**config.mk**
```make
export PLATFORM = sky130hd
export DESIGN_NAME = shoe_loader
export DESIGN_NICKNAME = d
export VERILOG_FILES = /design/src/rtl/shoe_loader.sv
export SDC_FILE = /design/constraint.sdc
export NUM_CORES = 1
export LEC_CHECK = 0
export ABC_AREA = 1
export ABC_CLOCK_PERIOD_IN_PS = 2450
export BUFFER_PORTS_ARGS = -buffer_cell sky130_fd_sc_hd__clkbuf_2
export CORE_MARGIN = 2
export CORE_UTILIZATION = 50
export CTS_BUF_LIST = sky130_fd_sc_hd__clkbuf_8
export CTS_CLUSTER_SIZE = 14
export DETAILED_ROUTE_END_ITERATION = 10
export PLACE_DENSITY = 0.7
export SYNTH_ARGS = -nofsm -noshare
export SYNTH_HDL_FRONTEND = slang
export SYNTH_SLANG_ARGS = --single-unit
```
**constraint.sdc**
```tcl
create_clock -name clk -period 2.45 [get_ports clk]
set_input_delay 0.1225 -clock clk [delete_from_list [all_inputs] [get_ports clk]]
set_output_delay 0.1225 -clock clk [all_outputs]
set_load 0.01 [all_outputs]
```
**src/rtl/shoe_loader.sv**
```systemverilog
// shoe_loader: fills deck RAM with NUM_DECKS ordered 52-card decks, then optionally
// Fisher-Yates shuffles them in place using an on-chip Galois LFSR.
// Latency: one RAM write per cycle during fill (52*NUM_DECKS cycles); each swap
// costs at least 6 cycles. No backpressure; start/seed_load are ignored while busy.
// Ports:
//   clk, rst         - clock, asynchronous active-high reset
//   start            - begin a load (accepted only in IDLE or DONE)
//   shuffle_en       - sampled with start; 1 = shuffle after the fill
//   seed_load, seed  - load LFSR seed while idle (zero seed -> LFSR_SEED_DEF)
//   busy, load_done  - status: busy while running, load_done level in DONE
//   deck_addr, deck_wen, deck_data_in - registered RAM write/read port
//   deck_data_out    - RAM read data, valid one cycle after the address
module shoe_loader #(
  parameter int          NUM_DECKS     = 1,
  parameter int          ADDR_W        = 6,
  parameter logic [15:0] LFSR_SEED_DEF = 16'hACE1
) (
  input  logic              clk,
  input  logic              rst,
  input  logic              start,
  input  logic              shuffle_en,
  input  logic              seed_load,
  input  logic [15:0]       seed,
  output logic              busy,
  output logic              load_done,
  output logic [ADDR_W-1:0] deck_addr,
  output logic              deck_wen,
  output logic [6:0]        deck_data_in,
  input  logic [6:0]        deck_data_out
);

  typedef enum logic [3:0] {
    S_IDLE, S_FILL, S_SH_PICK, S_SH_RD_I, S_SH_RD_J,
    S_SH_CAP, S_SH_WR_I, S_SH_WR_J, S_DONE
  } state_t;

  localparam logic [ADDR_W-1:0] LAST_ADDR = ADDR_W'(52 * NUM_DECKS - 1);
  localparam logic [ADDR_W-1:0] ADDR_ONE  = ADDR_W'(1);
  localparam logic [2:0]        LAST_DECK = 3'(NUM_DECKS - 1);

  state_t            state_q, state_d;
  logic [15:0]       lfsr_q, lfsr_d;
  logic              shuffle_q, shuffle_d;
  logic [3:0]        rank_q, rank_d;
  logic [1:0]        suit_q, suit_d;
  logic [2:0]        deck_q, deck_d;
  logic [ADDR_W-1:0] i_q, i_d;
  logic [ADDR_W-1:0] j_q, j_d;
  logic [6:0]        card_i_q, card_i_d;
  logic              busy_q, busy_d;
  logic              load_done_q, load_done_d;
  logic [ADDR_W-1:0] deck_addr_q, deck_addr_d;
  logic              deck_wen_q, deck_wen_d;
  logic [6:0]        deck_data_in_q, deck_data_in_d;

  logic [ADDR_W-1:0] i_mask;
  logic [ADDR_W-1:0] cand;
  logic [15:0]       lfsr_next;
  logic              start_ok;

  // i_mask = smallest 2^k-1 >= i: bit b is set when any bit at or above b is set in i.
  always_comb begin
    i_mask = '0;
    for (int b = 0; b < ADDR_W; b++) begin
      i_mask[b] = |(i_q >> b);
    end
  end

  assign cand      = lfsr_q[ADDR_W-1:0] & i_mask;
  assign lfsr_next = lfsr_q[0] ? ((lfsr_q >> 1) ^ 16'hB400) : (lfsr_q >> 1);
  assign start_ok  = start && ((state_q == S_IDLE) || (state_q == S_DONE));

  always_comb begin
    state_d        = state_q;
    lfsr_d         = lfsr_q;
    shuffle_d      = shuffle_q;
    rank_d         = rank_q;
    suit_d         = suit_q;
    deck_d         = deck_q;
    i_d            = i_q;
    j_d            = j_q;
    card_i_d       = card_i_q;
    busy_d         = busy_q;
    load_done_d    = load_done_q;
    deck_addr_d    = deck_addr_q;
    deck_wen_d     = 1'b0;
    deck_data_in_d = deck_data_in_q;

    // The LFSR only moves while picking, so a given seed always yields the same
    // permutation. Outside a run the seed port may reload it.
    if (state_q == S_SH_PICK) begin
      lfsr_d = lfsr_next;
    end else if (seed_load && !busy_q) begin
      lfsr_d = (seed == 16'h0000) ? LFSR_SEED_DEF : seed;
    end

    // Output registers are loaded with the action of the state being entered,
    // so deck_* always describe the current state's RAM access.
    case (state_q)
      S_IDLE, S_DONE: begin
        if (start_ok) begin
          state_d        = S_FILL;
          shuffle_d      = shuffle_en;
          rank_d         = 4'd1;
          suit_d         = 2'd0;
          deck_d         = 3'd0;
          busy_d         = 1'b1;
          load_done_d    = 1'b0;
          deck_addr_d    = '0;
          deck_wen_d     = 1'b1;
          deck_data_in_d = 7'h41;
        end
      end
      S_FILL: begin
        if ((deck_q == LAST_DECK) && (suit_q == 2'd3) && (rank_q == 4'd13)) begin
          if (shuffle_q) begin
            state_d = S_SH_PICK;
            i_d     = LAST_ADDR;
          end else begin
            state_d     = S_DONE;
            busy_d      = 1'b0;
            load_done_d = 1'b1;
          end
        end else begin
          if (rank_q == 4'd13) begin
            rank_d = 4'd1;
            if (suit_q == 2'd3) begin
              suit_d = 2'd0;
              deck_d = deck_q + 3'd1;
            end else begin
              suit_d = suit_q + 2'd1;
            end
          end else begin
            rank_d = rank_q + 4'd1;
          end
          deck_addr_d    = deck_addr_q + ADDR_ONE;
          deck_wen_d     = 1'b1;
          deck_data_in_d = {1'b1, suit_d, rank_d};
        end
      end
      S_SH_PICK: begin
        // Rejection sampling keeps j uniform over 0..i.
        j_d = cand;
        if (cand <= i_q) begin
          state_d     = S_SH_RD_I;
          deck_addr_d = i_q;
        end
      end
      S_SH_RD_I: begin
        state_d     = S_SH_RD_J;
        deck_addr_d = j_q;
      end
      S_SH_RD_J: begin
        card_i_d = deck_data_out;
        state_d  = S_SH_CAP;
      end
      S_SH_CAP: begin
        // card_j arrives now and goes straight into the write-data register.
        state_d        = S_SH_WR_I;
        deck_addr_d    = i_q;
        deck_data_in_d = deck_data_out;
        deck_wen_d     = 1'b1;
      end
      S_SH_WR_I: begin
        state_d        = S_SH_WR_J;
        deck_addr_d    = j_q;
        deck_data_in_d = card_i_q;
        deck_wen_d     = 1'b1;
      end
      S_SH_WR_J: begin
        i_d = i_q - ADDR_ONE;
        if (i_q == ADDR_ONE) begin
          state_d     = S_DONE;
          busy_d      = 1'b0;
          load_done_d = 1'b1;
        end else begin
          state_d = S_SH_PICK;
        end
      end
      default: state_d = S_IDLE;
    endcase
  end

  always_ff @(posedge clk or posedge rst) begin
    if (rst) begin
      state_q        <= S_IDLE;
      lfsr_q         <= LFSR_SEED_DEF;
      shuffle_q      <= 1'b0;
      rank_q         <= 4'd1;
      suit_q         <= 2'd0;
      deck_q         <= 3'd0;
      i_q            <= '0;
      j_q            <= '0;
      card_i_q       <= '0;
      busy_q         <= 1'b0;
      load_done_q    <= 1'b0;
      deck_addr_q    <= '0;
      deck_wen_q     <= 1'b0;
      deck_data_in_q <= '0;
    end else begin
      state_q        <= state_d;
      lfsr_q         <= lfsr_d;
      shuffle_q      <= shuffle_d;
      rank_q         <= rank_d;
      suit_q         <= suit_d;
      deck_q         <= deck_d;
      i_q            <= i_d;
      j_q            <= j_d;
      card_i_q       <= card_i_d;
      busy_q         <= busy_d;
      load_done_q    <= load_done_d;
      deck_addr_q    <= deck_addr_d;
      deck_wen_q     <= deck_wen_d;
      deck_data_in_q <= deck_data_in_d;
    end
  end

  assign busy         = busy_q;
  assign load_done    = load_done_q;
  assign deck_addr    = deck_addr_q;
  assign deck_wen     = deck_wen_q;
  assign deck_data_in = deck_data_in_q;

endmodule

```
# Word-level counts from Yosys, hierarchy flattened
# Index checks and enable logic that the tools add are counted.
[op_classes]
add_sub_neg = 5
multipliers = 0
div = 0
magnitude_cmp = 1
n_eq_ne = 20
shift = 0
muxes = 46
bitwise = 2
reduce_logical = 31
[ops]
columns = ["cell", "count"]
rows = [
  ["two-way mux 16 bit", 4],
  ["one-hot mux 4 bit (8 select lines)", 1],
  ["two-way mux 6 bit", 5],
  ["one-hot mux 6 bit (5 select lines)", 1],
  ["two-way mux 4 bit", 7],
  ["one-hot mux 7 bit (4 select lines)", 1],
  ["== test 4 x 3 -> 1 bit, second input constant", 4],
  ["zero test 16 bit", 1],
  ["!= test 2 bit, second input constant", 8],
  ["two-way mux 7 bit", 2],
  ["two-way mux 3 bit", 4],
  ["one-hot mux 6 bit (2 select lines)", 1],
  ["AND reduction 3 bit", 4],
  ["two-way mux 1 bit", 10],
  ["AND reduction 5 bit", 2],
  ["one-hot mux 1 bit (3 select lines)", 3],
  ["== test 4 x 2 -> 1 bit, second input constant", 2],
  ["== test 4 bit, second input constant", 2],
  ["two-way mux 2 bit", 4],
  ["one-hot mux 4 bit (2 select lines)", 1],
  ["OR reduction 2 bit", 4],
  ["adder 6 x 1 -> 6 bit, second input constant", 1],
  ["AND 6 bit", 1],
  ["== test 6 x 1 -> 1 bit, second input constant", 1],
  ["other kinds (26)", 31],
]
[word_totals]
regBits = 65
latch_bits = 0
ram_bits = 0
romBits = 0
inputBits = 28
out_inout_bits = 16
wordCells = 119
memories = 0

# Depth between registers and ports, before layout
# Gate-level depths: netlist of the first run.
[logic_depth]
depth_word = 5
depth_mapped = 18
depth_no_buf = 17

# Least setup slack after synthesis of the first run
# OpenSTA, ideal clock, no wires.
[synth_path]
path_type = "reg2reg"
startpoint = "register i_q[3]"
endpoint = "register state_q[3]"
setup_ps = 117
arrival_time_ps = 1795
required_ps = 2333
slack_ps = 539
stages_incl_launch_ff = 17
cell_sequence = "dfrtp_1 nor2_1 nand2_1 o21ai_0 inv_1 ha_1 nand2_1 nand2_1 nand2_1 nand2_1 nand2_1 nand2_1 nand2_1 buf_2 nand2_1 nand2_1 nand2_1"
[synth_between]
elab_chain_len = 5
word_cells_on_any_way = 11
[synth_lines]
columns = ["element", "line", "source"]
rows = [
  ["from (decl)", "47", "logic [ADDR_W-1:0] i_q, i_d;"],
  ["from (signal assigned)", "207", "i_q <= i_d;"],
  ["OR reduction 5 bit", "65", "i_mask[b] = |(i_q >> b);"],
  ["AND 6 bit", "69", "assign cand = lfsr_q[ADDR_W-1:0] & i_mask;"],
  ["net cand[1]", "57", "logic [ADDR_W-1:0] cand;"],
  ["less-or-equal comparator 6 bit", "144", "if (cand <= i_q) begin"],
  ["!= test 2 x 1 -> 1 bit (no source line)", "--", ""],
  ["AND reduction 3 bit (no source line)", "--", ""],
  ["to (signal assigned)", "201", "state_q <= state_d;"],
  ["to (decl)", "41", "state_t state_q, state_d;"],
]
# The timed path passes the listed nets, and every way through them passes these cells.
# A chain may end at the register's enable or synchronous reset.

# Worst setup path in the final report of the first run
[layout_path]
startpoint = "register i_q[3]"
endpoint = "register deck_addr_q[3] (netlist: deck_addr[3])"
[layout_between]
elab_chain_len = 5
word_cells_on_any_way = 10
[layout_lines]
columns = ["element", "line", "source"]
rows = [
  ["OR reduction 5 bit", "65", ""],
  ["AND 6 bit", "69", ""],
  ["net cand[1]", "57", ""],
  ["less-or-equal comparator 6 bit", "144", ""],
  ["!= test 2 x 1 -> 1 bit (no source line)", "--", ""],
  ["AND reduction 4 bit (no source line)", "--", ""],
  ["to (signal assigned)", "212", "deck_addr_q <= deck_addr_d;"],
  ["to (decl)", "52", "logic [ADDR_W-1:0] deck_addr_q, deck_addr_d;"],
]
# The timed path passes the listed nets, and every way through them passes these cells. The select of a mux whose other input is x is not followed.

==> results.yml, run 1 <==
clock_tree:
  cts_tree: "done"
  path_clk_slew_ns: 0.08
  root_buffer: "clkbuf_8"
  cts.sinks: 65
  h-tree-depth: 3
  cts_buffers: 9
  clk_latency_ns: 0.35
  ctsLongestPathBuffers: 2
pwr:
  pwr_density_cell_nw_per_um2: 1300
  leakage_uw: 0.00227
  finalPower_uw: 5530
  vdd_drop_max_uv: 437
setup_path:
  max_stage_delay_ns: 0.42
  cp.arrival_ns: 2.44
  worst_r2r_startpoint: "i_q[3]"
  crit_fanout: 11
  required_ns: 2.69
  rr_worst_depth: 15
  cp_common_cell: "nand2_1"
  timing.rr.end: "deck_addr[3]"
  rrSetupSlack_ns: 0.25
  path_class: "reg -> reg"
  critPathCaptureType: "flop"
  critPathLaunchType: "flop"
  path_cells: "nor2_1 -> nand2_1 -> o21ai_0 -> inv_1 -> ha_1 -> nand2_1 -> nand2_1 -> nand2_1 -> nand2_1 -> nand2_1 -> nand2_1 -> nand2_2 -> nand2_2 -> nand2_1 -> nand2_1"
  worst_path_max_delay_cell: "dfrtp_1"
global_route:
  antenna_found_initial: 0
  grt_usage_pct: 23.0
  grt_pass1_wl_um: 15100
  grt_max_degree: 26
  first_global_vias: 3276
  overflow: 0
worst_hold_path:
  worstHoldEndpoint: "card_i_q[2]"
  min_from: "deck_data_out[2]"
  min_path_cells: 3
  hold_path.class: "in -> reg"
routing:
  drc: 0
  vias: 3314
  postRouteAntennaNets: 0
  wire_per_inst_um: 13.5
  vias_per_cell: 5.19
  drt-initial-drc-count: 160
  firstDrtPassIters: 4
  wl_um: 8640
layout:
  fin_cells: 638
  diodes: 0
  fin_nets: 574
  fin_util_pct: 59.2
  area_delta_synth_final_pct: 15.4
  layout-drive-gt1-share_pct: 19.7
sta:
  clock.fmax_mhz: 454
  setup_viol: 0
  fin_worst_skew_ns: 0.0154
  rsz0062_at_grt: "false"
  hold_violations: 0
  relSlewSlack_pct: 72.0
  fin_crit_ns: 2.20
  final.period_utilization_pct: 90.0
  tightest_slew_ns: 0.419
  slew_violations: 0
  fin_hold_ws_ns: 0.0208
  tns_ns: 0
synth:
  synth_compound_area_share_pct: 8.29
  synth_warnings: 0
  synth_nets: 523
  synth_seq_cells: 65
  syn_inst: 483
  yosys.area_share.xor_xnor_pct: 1.43
  ys.flop_type: "dfrtp_1"
  async_reset_ff_share_pct: 100
  synth_top_family_by_area: "simple AND/OR/NAND/NOR gates"
  syn_avg_cell_area_um2: 7.63
  synth.distinct_cells: 35
  synth_fa_ha_area_share_pct: 4.08
  synth_edf_count: 0
  muxShareOfSynthArea_pct: 1.22
  ys_seq_area_share_pct: 44.5
  synth_area_um2: 3680
  yosys.area_share.simple_pct: 32.2
floorplanning:
  io_pins: 44
  die_h_um: 89.8
  initial_core_util_pct: 51.3
  die_w_um: 89.8
  core_area_um2: 7180
  rows: 31
  die_area_um2: 8070
run:
  cap_viol_max_count: 0
placed_design:
  io_buffers: 43
  gp_congestion: 0.954
  dp_cells: 621
  post-dp-hpwl_um: 6440
run_status:
  outcome: "complete, no violations"
-- cells in the mapped netlist, types with 2 or more instances --
cell type  instances  share of area (%)
a21oi_1            9                1.2
a31oi_1            3               0.51
buf_2              5               0.68
buf_6              2               0.61
clkbuf_1           2               0.20
dfrtp_1           56                 38
dfstp_2            9                6.4
ha_1              12                4.1
inv_1             59                6.0
inv_2              6               0.61
mux2_2             4                1.2
nand2_1          155                 16
nand2_2            9                1.5
nand3_1           51                6.9
nand4_1           12                2.0
nor2_1            30                3.1
nor2_2             4               0.68
nor2_4             3               0.92
o211ai_1           4               0.82
o21ai_0           17                2.3
o21ai_1            5               0.68
o221ai_1           6                1.4
o22ai_1            4               0.68
xnor2_1            3               0.71
xor2_1             3               0.71
-- how the worst max path moves through the flow --
stage,start,end,cells past startpoint
final,i_q[3],deck_addr[3],15
after global routing,i_q[3],deck_addr[4],15
after CTS,i_q[3],deck_addr[3],15
after detailed placement,i_q[3],deck_addr[3],15
after global placement,i_q[3],deck_addr[0],15
after floorplan,i_q[3],state_q[3],16
-- report_power, final --
| part | switching (uW) | leakage, uW | internal [uW] | total [uW] |
|---|---|---|---|---|
| Sequential | 416 | 0.000796 | 1620 | 2040 |
| Combinational | 1560 | 0.00137 | 895 | 2460 |
| Clock | 436 | 0.000105 | 602 | 1040 |
| Total | 2410 | 0.00227 | 3120 | 5530 |
-- layout make-up --
cell class | count | area (um^2)
clock buffer | 10 | 138
tap | 99 | 124
sequential | 65 | 1640
clock inverter | 6 | 91.3
multi-input combinational | 343 | 1740
timing repair buffer | 50 | 270
inverter | 65 | 244
fill | 655 | 2930
-- routing by layer --
metal  track usage (%)  wire, um
met2              37.5      4120
met4              10.3       212
met5                 0         0
met1              29.5      3990
met3              5.03       324
-- cell families after synthesis --
group	count (synthesis)
and+or+nand+nor	270
muxes	4
adders and majority gates	12
buffers and inverters	75
AOI/OAI and AO/OA	51
DFF	65
xor gates and xnor gates	6
-- flip-flops by register name, summed over array words and instances, names as in the netlist --
name / cells
deck_q: 3
busy: 1
deck_wen: 1
i_q: 6
shuffle_q: 1
load_done: 1
card_i_q: 7
suit_q: 2
deck_data_in: 7
rank_q: 4
j_q: 6
deck_addr: 6
state_q: 4
lfsr_q: 16
-- through the flow --
step	worst slack [ns]	area (um^2)
detailed placement	0.157	4010
global route	0.0141	4250
global placement	0.308	4010
floorplan	0.539	3680
CTS	0.142	4240
finish	0.246	4250
-- cell usage in the layout, fill, tap and decap left out, drive strengths merged --
cell and n:
clkinvlp 3, nand3 52, nand2 165, bufinv 2, o221ai 6, o22ai 4, xnor2 3, clkinv 1
nand3b 1, nor3 1, a22oi 1, inv 65, o21bai 1, nand4 12, a21oi 9, a31oi 3
nor2 37, o21ai 22, o32ai 1, buf 6, xor2 3, dlygate4sd3 1, o211ai 4, ha 12
mux2 4, dfrtp 56, dfstp 9, or2 2, clkbuf 53
-- worst max-delay path, delay by kind of cell, from the launching register on --
| kind | cells | cell delay [ns] |
|---|---|---|
| fa+ha+maj | 1 | 0.31 |
| compound gates | 1 | 0.22 |
| flops | 1 | 0.42 |
| buf+inv | 1 | 0.08 |
| simple gates | 12 | 1.08 |
-- repair_timing --
item | CTS | global route
hold buffers | 1 | 0
setup endpoints to repair | 0 | 9
setup buffers | 0 | 0
endpoints found under the hold margin | 17 | 0
gates resized for setup | 0 | 2
Note: power is estimated with default switching activity, not from simulation.
==> run 2, diff against run 1 <==
- ABC_CLOCK_PERIOD_IN_PS: 2450 -> unset
- SETUP_SLACK_MARGIN: unset -> 0.4
==> results.yml, run 2 (same netlist as run 1, synthesis figures left out) <==
layout:
  area_delta_synth_final_pct: 18.5
  regMostFlops: "lfsr_q"
  diodes: 0
  final_common_cell: "nand2_1"
  n_fill_cell: 637
  multi_input_area_um2: 1800
  largest_reg_flops: 16
  layout_common_cells: "nand2_1, inv_1, dfrtp_1"
  fin_nets: 583
  regArea_um2: 1640
  layout-drive-gt1-share_pct: 23.2
placed_design:
  io_buffers: 43
  gp_congestion: 0.954
  post-dp-hpwl_um: 6440
  pre_cts_ws_ns: 0.157
pwr:
  p_clk_share_pct: 18.2
  leakage_uw: 0.00231
  netSwitchingFraction_pct: 43.7
  pwr-share-comb_pct: 46.2
  pwr_density_cell_nw_per_um2: 1310
  internal_power_uw: 3230
  vdd_drop_max_uv: 445
  p_seq_share_pct: 35.7
  power_switching_uw: 2510
sta:
  tightest_slew_ns: 0.419
  slew_violations: 0
  hold_violations: 0
  relSlewSlack_pct: 72.0
  tns_ns: 0
  worst_slack_ns: 0.560
  fin_crit_ns: 1.89
  fin_worst_skew_ns: 0.0150
  setup_viol: 0
  rsz0062_at_grt: "false"
  clock.fmax_mhz: 529
  final.period_utilization_pct: 77.1
setup_path:
  crit_family: "simple AND/OR/NAND/NOR gates"
  critPathLaunchType: "flop"
  crit_fanout: 5
  worst_path_max_delay_cell: "dfrtp_2"
  worst_r2r_startpoint: "i_q[2]"
  rr_worst_depth: 14
  cp.arrival_ns: 2.13
  timing.critical_path.from: "i_q[2]"
  path_cells: "nor2_4 -> nand2_2 -> o21ai_2 -> inv_1 -> ha_4 -> nand2_1 -> nand2_1 -> nand2_1 -> nand2_1 -> nand2_1 -> nand2_2 -> nand2_2 -> nand3_1 -> nand2_1"
  worst-path-stages: 14
  critPathCaptureType: "flop"
  crit_path_end: "deck_addr[5]"
  rrSetupSlack_ns: 0.56
  max_stage_delay_ns: 0.42
  path_buf_inv: 1
  required_ns: 2.69
  path_class: "reg -> reg"
  cp_common_cell: "nand2_1"
  timing.rr.end: "deck_addr[5]"
global_route:
  grt_max_degree: 26
  grt_usage_pct: 23.1
  first_global_vias: 3296
  overflow: 0
  antenna_found_initial: 0
  grt_pass1_wl_um: 15200
clock_tree:
  root_buffer: "clkbuf_8"
  cts_buffers: 9
  ctsLongestPathBuffers: 2
  h-tree-depth: 3
  cts.sinks: 65
  cts_tree: "done"
  clk_latency_ns: 0.35
  path_clk_slew_ns: 0.08
routing:
  wire_per_inst_um: 13.7
  vias_per_cell: 5.21
  drt-initial-drc-count: 170
  firstDrtPassIters: 4
  wl_um: 8860
  postRouteAntennaNets: 0
  drc: 0
  vias: 3374
floorplanning:
  die_area_um2: 8070
  die_h_um: 89.8
  core_area_um2: 7180
  io_pins: 44
  die_w_um: 89.8
  initial_core_util_pct: 51.3
  rows: 31
run_status:
  outcome: "complete, no violations"
worst_hold_path:
  hold_path.class: "in -> reg"
run:
  cap_viol_max_count: 0
==> run 2: power by group through the flow <==
stage / Combinational (uW) / Clock, uW / Sequential (uW)
global placement: 2350 / 0 / 2030
CTS: 2470 / 1050 / 2030
finish: 2650 / 1040 / 2050
global route: 3010 / 1110 / 2120
detailed placement: 2420 / 0 / 2050
floorplan: 1820 / 0 / 1970
==> run 2: per-layer routing <==
metal / share of wire (%) / global-route usage [%] / vias to the layer above
met4: 2.3 / 10.4 / 0
met2: 49 / 37.9 / 80
li1: - / - / 1679
met3: 4.2 / 5.36 / 24
met5: 0 / 0 / -
met1: 45 / 29.3 / 1591
==> run 2: repair_timing <==
item                                   CTS  global route
resized for setup                        5            14
setup endpoints to repair                9             9
buffers inserted                         0             8
pin swaps                                0             3
hold buffers                             1             0
gates cloned                             0             1
endpoints found under the hold margin   17             0
==> run 2: worst min-delay path: cells and delay by family <==
family / cells / cell delay, ns
buffers and inverters: 1 / 0.09
AND/OR/NAND/NOR: 2 / 0.12
==> run 2: how the worst min path moves through the flow <==
stage	startpoint	endpoint	slack, ns	cells after the start
finish	deck_data_out[2]	card_i_q[2]	0.01	3
global route	deck_data_out[1]	card_i_q[1]	0.01	3
detailed placement	rst	deck_wen	0.13	2
floorplan	deck_data_out[1]	card_i_q[1]	0.27	2
global placement	rst	card_i_q[6]	0.12	2
CTS	deck_data_out[3]	card_i_q[3]	0.01	2
==> run 2: per-stage QoR <==
step	cells	power, uW	utilization [%]	hold slack [ns]	instance area [um^2]
2_1_floorplan	483	3790	-	0.267	3680
3_3_place_gp	621	4380	55.8	0.124	4010
3_5_place_dp	621	4470	55.8	0.127	4010
4_1_cts	638	5550	59.3	0.0124	4260
5_1_grt	647	6240	60.8	0.00970	4370
6_report	647	5740	60.8	0.0149	4370
==> run 2: layout make-up <==
cell class / count / share of cell area (%)
Sequential cell: 65 / 37.6
Clock inverter: 6 / 2.09
Timing Repair Buffer: 58 / 7.57
Clock buffer: 10 / 3.15
Multi-Input combinational cell: 344 / 41.2
Tap cell: 99 / 2.84
Inverter: 65 / 5.59
==> run 3, diff against run 2 <==
- clock period: 2.45 -> 1.74 ns (I/O delays scaled with it)
==> results.yml, run 3 (same netlist as run 1, synthesis figures left out) <==
run_status:
  outcome: "complete, but fails checks"
  violations: "setup timing"
floorplanning:
  core_area_um2: 7180
  initial_core_util_pct: 51.3
  die_w_um: 89.8
  die_h_um: 89.8
  rows: 31
  io_pins: 44
  die_area_um2: 8070
layout:
  area_delta_synth_final_pct: 41.6
  diodes: 0
  layout_common_cells: "nand2_1, dfrtp_1, inv_1"
  layout-drive-gt1-share_pct: 36.2
  final_common_cell: "nand2_1"
  regMostFlops: "lfsr_q"
  design_area_um2: 5220
  largest_reg_flops: 16
  fin_nets: 640
routing:
  wire_per_inst_um: 14.6
  postRouteAntennaNets: 0
  drt-initial-drc-count: 212
  vias: 3660
  drc: 0
  wl_um: 10300
  vias_per_cell: 5.20
  firstDrtPassIters: 5
setup_path:
  path_class: "reg -> reg"
  critPathCaptureType: "flop"
  cp.arrival_ns: 2.16
  crit_fanout: 5
  required_ns: 1.99
  critPathLaunchType: "flop"
global_route:
  overflow: 0
  antenna_found_initial: 0
  grt_max_degree: 41
  grt_usage_pct: 25.2
  grt_pass1_wl_um: 16600
  first_global_vias: 3611
pwr:
  pwr_density_cell_nw_per_um2: 1930
  vdd_drop_max_uv: 790
  leakage_uw: 0.00270
sta:
  fin_hold_ws_ns: 0.00569
  fin_crit_ns: 1.91
  setup_viol: 11
  final.period_utilization_pct: 110
  fin_worst_skew_ns: 0.0142
  worst_slack_ns: -0.170
  rsz0062_at_grt: "true"
  clock.fmax_mhz: 523
  relSlewSlack_pct: 65.2
  tightest_slew_ns: 0.522
  slew_violations: 0
  hold_violations: 0
placed_design:
  io_buffers: 43
  gp_congestion: 0.880
  post-dp-hpwl_um: 6450
  dpl_cell_area_um2: 4210
worst_hold_path:
  hold_path.class: "in -> reg"
clock_tree:
  cts.sinks: 65
  path_clk_slew_ns: 0.07
  cts_tree: "done"
  root_buffer: "clkbuf_8"
  h-tree-depth: 3
  ctsLongestPathBuffers: 2
  clk_latency_ns: 0.36
  cts_buffers: 9
run:
  cap_viol_max_count: 0
run 3: cell types whose count changed in the layout (fill, tap and decap cells not counted), sizes merged:
cell / change
bufinv: -1
buf: +50
clkbuf: +2
dlygate4sd3: +7
inv: +1
clkinvlp: -2
run 3: stage by stage:
step	utilization (%)	power, uW	setup WS (ns)	std cells	TNS [ns]
6_report	72.7	10000	-0.170	704	-1.57
5_1_grt	72.7	10700	-0.283	704	-2.77
4_1_cts	67.8	9010	-0.108	691	-0.817
3_5_place_dp	58.7	6730	-0.266	642	-2.07
3_3_place_gp	58.7	6600	-0.166	642	-1.20
2_1_floorplan	-	5470	-0.0537	483	-0.179
run 3: area by class of cell:
cell class              instances  area (um^2)
clock buffers                  12          165
clock inverters                 4         42.5
fillers                       520         1960
inverters                      65          268
multi-input cells             344         2110
flip-flops and latches         65         1640
well taps                      99          124
repair buffers                115          866
run 3: timing repair:
action,in CTS,in global routing
resized for setup,50,56
pin swaps,11,23
hold buffers,8,0
endpoints found under the setup margin,61,57
hold endpoints to repair,63,0
cloned,1,0
buffers inserted,24,13
run 3: layer usage:
| metal | GRT usage (%) | part of all wire [%] | up-vias |
|---|---|---|---|
| li1 | - | - | 1806 |
| met1 | 33.0 | 43 | 1724 |
| met2 | 41.6 | 50 | 98 |
| met3 | 3.60 | 3.8 | 32 |
| met4 | 12.1 | 3.0 | 0 |
| met5 | 0 | 0 | - |
run 3: final timing paths:
path                       depth (start not counted)  slack (ns)            to             start
setup / recovery                                  14       -0.17  deck_addr[0]            i_q[2]
max in group asynchronous                          4        0.91    state_q[1]               rst
min in group asynchronous                          4        0.34   card_i_q[5]               rst
hold / removal                                     3       0.006   card_i_q[0]  deck_data_out[0]
hold reg to reg                                    2        0.47    lfsr_q[10]        lfsr_q[10]
setup reg to reg                                  14       -0.17  deck_addr[0]            i_q[2]
run 3: critical path, cell delays in order, from the launching register on:
cell and delay [ns]:
dfrtp_1 0.42, nor2_4 0.14, nand2_2 0.08, o21ai_2 0.17, inv_2 0.06, ha_4 0.27, nand2_2 0.04, nand2_1 0.06
nand2_1 0.06, nand2_2 0.06, nand2_2 0.07, nand2_4 0.10, nand2_2 0.10, nand3_1 0.10, nand2_1 0.05
run 3: power breakdown:
group / leakage, uW / internal [uW] / total, uW / switching, uW
Combinational: 0.00179 / 2630 / 5810 / 3180
Sequential: 0.000794 / 2280 / 2860 / 575
Clock: 0.000115 / 767 / 1370 / 601
